**config.mk**
```make
export PLATFORM = sky130hd
export DESIGN_NAME = fetch_ctrl
export DESIGN_NICKNAME = d
export VERILOG_FILES = /design/src/rtl/fetch_ctrl.sv
export SDC_FILE = /design/constraint.sdc
export NUM_CORES = 1
export LEC_CHECK = 0
export BUFFER_PORTS_ARGS = -buffer_cell sky130_fd_sc_hd__buf_2
export CORE_MARGIN = 2
export CORE_UTILIZATION = 40
export CTS_BUF_LIST = sky130_fd_sc_hd__clkbuf_8
export CTS_CLUSTER_SIZE = 25
export DETAILED_ROUTE_END_ITERATION = 10
export PLACE_DENSITY = 0.66
export SLEW_MARGIN = 15
export SYNTH_ARGS = -nofsm -noshare
export SYNTH_HDL_FRONTEND = slang
export SYNTH_SLANG_ARGS = --single-unit
```
**constraint.sdc**
```tcl
create_clock -name clock -period 7.9 [get_ports clock]
set_clock_uncertainty 0.1 [all_clocks]
set_input_delay 1.185 -clock clock [delete_from_list [all_inputs] [get_ports clock]]
set_output_delay 1.185 -clock clock [all_outputs]
set_load 0.01 [all_outputs]
```
**src/rtl/fetch_ctrl.sv**
```systemverilog
// ----------------------------------------------------------------------------
// fetch_ctrl
//
// Instruction-fetch controller. Reads the current PC from an external PC
// register, fetches the word at that address over a req/ack handshake,
// presents it to the IF/ID stage and then tells the PC register what to load
// next: either the sequential PC + PC_INC or a branch/jump redirect target.
//
// Ports:
//   clock          system clock, all state updates on the rising edge
//   reset          asynchronous, active-high reset
//   pc_in          current PC from the PC register
//   nextpc         value the PC register loads when pc_enable is high
//   pc_enable      one-cycle load strobe for the PC register
//   imem_req       fetch request to instruction memory
//   imem_addr      fetch address (pc_in)
//   imem_ack       memory returns imem_data in this cycle
//   imem_data      instruction word from memory
//   stall          hazard unit: IF/ID cannot take a new instruction
//   branch_taken   one-cycle redirect request to branch_target
//   branch_target  branch destination
//   jump           one-cycle redirect request to jump_target (wins over branch)
//   jump_target    jump destination
//   instr_out      fetched instruction (NOP after reset)
//   pc_plus4       link value: address of instr_out + PC_INC
//   instr_valid    instr_out / pc_plus4 hold a live instruction
// ----------------------------------------------------------------------------
module fetch_ctrl #(
    parameter logic [31:0] RESET_PC = 32'h0000_0000,
    parameter logic [31:0] PC_INC   = 32'd4
) (
    input  logic        clock,
    input  logic        reset,
    input  logic [31:0] pc_in,
    output logic [31:0] nextpc,
    output logic        pc_enable,
    output logic        imem_req,
    output logic [31:0] imem_addr,
    input  logic        imem_ack,
    input  logic [31:0] imem_data,
    input  logic        stall,
    input  logic        branch_taken,
    input  logic [31:0] branch_target,
    input  logic        jump,
    input  logic [31:0] jump_target,
    output logic [31:0] instr_out,
    output logic [31:0] pc_plus4,
    output logic        instr_valid
);

    typedef enum logic [1:0] {
        IDLE     = 2'd0,
        FETCH    = 2'd1,
        VALID    = 2'd2,
        REDIRECT = 2'd3
    } state_t;

    state_t      state_q,   state_d;
    logic        pending_q, pending_d;   // redirect seen while a fetch was outstanding
    logic [31:0] target_q,  target_d;    // latched redirect destination
    logic [31:0] instr_q,   instr_d;
    logic [31:0] link_q,    link_d;
    logic [31:0] nextpc_q,  nextpc_d;    // last value driven on nextpc

    logic        redirect_now;
    logic [31:0] redirect_raw;
    logic [31:0] redirect_tgt;
    logic [31:0] seq_pc;
    logic        pc_en;
    logic [31:0] pc_val;

    // Jump wins over branch; targets are forced onto a word boundary.
    assign redirect_now = jump | branch_taken;
    assign redirect_raw = jump ? jump_target : branch_target;
    assign redirect_tgt = redirect_raw & 32'hFFFF_FFFC;
    assign seq_pc       = pc_in + PC_INC;

    always_comb begin
        state_d   = state_q;
        pending_d = pending_q;
        target_d  = target_q;
        instr_d   = instr_q;
        link_d    = link_q;
        pc_en     = 1'b0;
        pc_val    = nextpc_q;

        case (state_q)
            IDLE: begin
                if (redirect_now) begin
                    target_d = redirect_tgt;
                    state_d  = REDIRECT;
                end else begin
                    state_d  = FETCH;
                end
            end

            FETCH: begin
                if (imem_ack) begin
                    if (pending_q || redirect_now) begin
                        // Returned word belongs to the abandoned path: drop it.
                        if (redirect_now) begin
                            target_d = redirect_tgt;
                        end
                        state_d = REDIRECT;
                    end else begin
                        instr_d = imem_data;
                        link_d  = seq_pc;
                        state_d = VALID;
                    end
                end else if (redirect_now) begin
                    // The request in flight cannot be cancelled; remember the
                    // redirect and squash the data when it arrives.
                    target_d  = redirect_tgt;
                    pending_d = 1'b1;
                end
            end

            VALID: begin
                if (redirect_now) begin
                    // A redirect overrides stall: the instruction is flushed.
                    pc_en   = 1'b1;
                    pc_val  = redirect_tgt;
                    state_d = FETCH;
                end else if (!stall) begin
                    pc_en   = 1'b1;
                    pc_val  = seq_pc;
                    state_d = FETCH;
                end
            end

            REDIRECT: begin
                pc_en     = 1'b1;
                pc_val    = redirect_now ? redirect_tgt : target_q;
                pending_d = 1'b0;
                state_d   = FETCH;
            end

            default: begin
                state_d = IDLE;
            end
        endcase

        nextpc_d = pc_val;
    end

    always_ff @(posedge clock or posedge reset) begin
        if (reset) begin
            state_q   <= IDLE;
            pending_q <= 1'b0;
            target_q  <= RESET_PC;
            instr_q   <= 32'h0000_0000;
            link_q    <= 32'h0000_0000;
            nextpc_q  <= RESET_PC;
        end else begin
            state_q   <= state_d;
            pending_q <= pending_d;
            target_q  <= target_d;
            instr_q   <= instr_d;
            link_q    <= link_d;
            nextpc_q  <= nextpc_d;
        end
    end

    // pc_enable only fires in VALID or REDIRECT, and both always move to
    // FETCH, so it can never be high on two consecutive cycles.
    assign pc_enable   = pc_en;
    assign nextpc      = pc_val;
    assign imem_req    = (state_q == FETCH);
    assign imem_addr   = pc_in;
    assign instr_valid = (state_q == VALID);
    assign instr_out   = instr_q;
    assign pc_plus4    = link_q;

endmodule

```
==> summary.md <==
| Metric | Value |
|---|---|
| Result of the run | `finished clean` |
| Reported leakage power | `4.156 nW` |
| Setup CP Type | `input port to output pin` |
| Initial DRT Pass Iterations | `5` |
| Data arrival at the endpoint of the critical path | `3560 ps` |
| Avg WL per Cell | `19.42 um` |
| Synth Instances | `774` |
| Number of max-cap violations | `0` |
| Longest individual stage delay on the worst path | `520 ps` |
| Headroom to the max-slew limit | `34.63%` |
| Yosys warnings | `0` |
| DR iter-0 viols | `429` |
| Startpoint type of the worst setup path | `input port` |
| # placed instances | `1,191` |
| Vias in the first global route | `6,602` |
| Critical-path cell list | `buf_2, buf_4, inv_2, nand2_1, o221ai_1, o31ai_1, buf_2` |
| Total CTS buffers | `17` |
| Number of max-slew violations in the final report | `0` |
| Routability congestion estimate | `0.8509` |
| Area growth, synth to finish | `22.27%` |
| Total Power | `0.002154 W` |
| Ratio of final minimum period to clock period | `61.31%` |
| Number of cells traversed by the worst register-to-register path | `6` |
| Worst ir drop on vdd | `0.0001450 V` |
| Non-filler instance count after layout | `1,224` |
| Number of nets produced by synthesis | `909` |
| Setup_tns | `0 ps` |
| Hold Fails Final Rpt | `0` |
| Measured slew at the worst slew-check pin | `980.6 ps` |
| Most common cell on crit path | `buf_2` |
| Vert. Die Dim | `138.5 um` |
| Total length of routed wires | `23,770 um` |
| Fraction of layout instances using a drive strength above 1 | `36.72%` |
| Mapped cell area | `0.007241 sq mm` |
| Synth cell types | `60` |
| Number of buffers on the longest clock path | `2` |
| TritonCTS clock tree | `built` |
| Antenna violations before repair | `1` |
| Setup bufs post-CTS | `0` |
| GRT Overall Usage | `24.43%` |
| Total number of placement rows | `49` |
| Post-detailed-route count of antenna-violating nets | `0` |
| Synth Register Bits | `131` |
| Power density cells | `243.3 mW/mm^2` |
| Critical Path End Type | `output pin` |
| Number of input and output port buffers inserted | `260` |
| Required @ worst endpoint | `6610 ps` |
| Most common flop cell mapped by yosys | `dfrtp_1` |
| Fraction of registers with async set/reset | `100.0%` |
| Worst min path class | `register to register` |
| Final setup violation count | `0` |
| Launching point of the worst reg2reg path | `state_q[1]$_DFFE_PP0P_` |
| Cell area reported after detailed placement | `0.008473 sq mm` |
| Grt ovf | `0` |
| Endpoint of the worst register-to-register path | `target_q[19]$_DFFE_PP0P_` |
| Width of the chip | `138.5 um` |
| Worst hold path startpoint | `pc_plus4[12]$_DFFE_PP0P_` |
| Via-to-Cell Ratio | `5.531` |
| Cell area after layout | `0.008853 sq mm` |
| Register area share after synthesis | `45.27%` |
| Die Footprint | `0.01919 sq mm` |
| Most used cells in the layout excluding fill and tap cells | `buf_2 (260), dfrtp_1 (131), nand2_1 (80), o21ai_0 (61), a21oi_1 (56)` |
| Area occupied by registers | `0.003278 sq mm` |
| Setup repair after global routing missed its margin | `no` |
| Number of flops mapped to enable cells by yosys | `0` |
| Hold-fix buffer count after cts | `0` |
| Time the final worst path needs with I/O delays and setup | `4843 ps` |
| Maximum number of pins on one net before global-route repair | `93` |
| Hold endpoint | `pc_plus4[12]$_DFFE_PP0P_` |
| Core outline area | `0.01784 sq mm` |
| CTS resizes | `0` |
| First-pass GRT wire length | `36,740 um` |
| Routed via count | `6,770` |
| Count of filler cells inserted in the layout | `1,708` |
| Leading cell type in the layout, fill and taps excluded | `buf_2` |
| Slowest stage cell on the critical path | `buf_4` |
| Multi-input combinational cell area | `0.003463 sq mm` |
| Highest net fanout along the worst path | `62` |
| H-tree depth | `4` |
| Effective utilization at floorplan | `40.58%` |
| Boundary Pins | `265` |
| Worst Hold Depth | `2` |
| Clk Tree Root Cell | `clkbuf_8` |
| TritonCTS sink count | `131` |
| Highest clock frequency the design can meet | `206.5 MHz` |
| Clock latency of the later-clocked register in the worst-skew pair | `440 ps` |
| Worst reg-to-reg setup slack | `5170 ps` |
| Number of nets in the final layout | `1,116` |
| Clock-pin transition on the worst setup and hold timing paths | `70 ps` |
| Placed wire-length estimate after detailed placement | `17,280 um` |
| Average cell area after synthesis | `9.355 sq um` |
| Number of remaining DRC errors | `0` |
## cells in the mapped netlist (12+ instances only)
cell type  number  area (sq um)
o21ai_0        61         305.3
nor2_1         54         202.7
mux2_2         47         529.3
xor2_1         12         105.1
nand2_1        80         300.3
dfrtp_1       131          3278
mux2i_1        16         160.2
a31oi_1        13         81.33
inv_1          15         56.30
o22ai_1        12         75.07
nand3_1        15         75.07
nor3_1         16         80.08
buf_4          32         240.2
a21oi_1        56         280.3
clkbuf_1       38         142.6
## power breakdown
part / leakage [nW] / switching, W / internal, W / total, W
Clock: 0.178 / 0.000293 / 0.000259 / 0.000552
Combinational: 2.39 / 0.000376 / 0.000289 / 0.000664
Sequential: 1.59 / 0.0000894 / 0.000849 / 0.000938
## routing by layer
layer | share of wire (%) | GRT usage (%) | vias up
li1 | - | - | 3191
met5 | 0 | 0 | -
met3 | 6.9 | 6.492 | 23
met2 | 47 | 38.64 | 256
met4 | 1.3 | 6.284 | 0
met1 | 45 | 33.55 | 3300
## layout make-up
| type | count | area share [%] |
|---|---|---|
| inverters | 17 | 0.7773 |
| multi-input cells | 544 | 39.12 |
| flip-flops and latches | 131 | 37.03 |
| clock inverters | 14 | 1.470 |
| well taps | 229 | 3.236 |
| clock buffers | 18 | 2.798 |
| diodes | 1 | 0.02826 |
| repair buffers | 270 | 15.55 |
## how the worst max path moves through the flow
stage                from                       end  slack [ps]
global route         jump                nextpc[21]        2820
floorplan           reset  instr_out[0]$_DFFE_PP0P_        3120
global placement     jump                nextpc[21]        3060
CTS                  jump                nextpc[20]        3030
finish               jump                nextpc[20]        3060
detailed placement   jump                nextpc[20]        3070
## critical path, delay by kind of cell
kind	cells	cell delay, ps
simple gates	1	510
buf+inv	4	1290
compound gates	2	540
## logic make-up after synthesis
group	count (synthesis)	synth area share, %
AOI/OAI and AO/OA	223	19.60
xor gates and xnor gates	22	2.661
adders and majority gates	1	0.1728
buffers and inverters	99	6.895
DFF	131	45.27
muxes	63	9.521
and+or+nand+nor	235	15.88
## state kept, by name, summed over array words and instances, names as in the netlist
signal	count
instr_out	32
pc_plus4	32
target_q	32
nextpc_q	32
state_q	2
pending_q	1
## metrics by stage
| step | util [%] | hold slack, ps | setup slack [ps] |
|---|---|---|---|
| CTS | 49.61 | 382.2 | 3030 |
| floorplan | - | 346.0 | 3117 |
| finish | 49.62 | 377.5 | 3057 |
| global route | 49.62 | 403.5 | 2817 |
| detailed placement | 47.49 | 365.6 | 3066 |
| global placement | 47.49 | 356.9 | 3064 |
No activity file was read; power rests on OpenSTA's default activity.
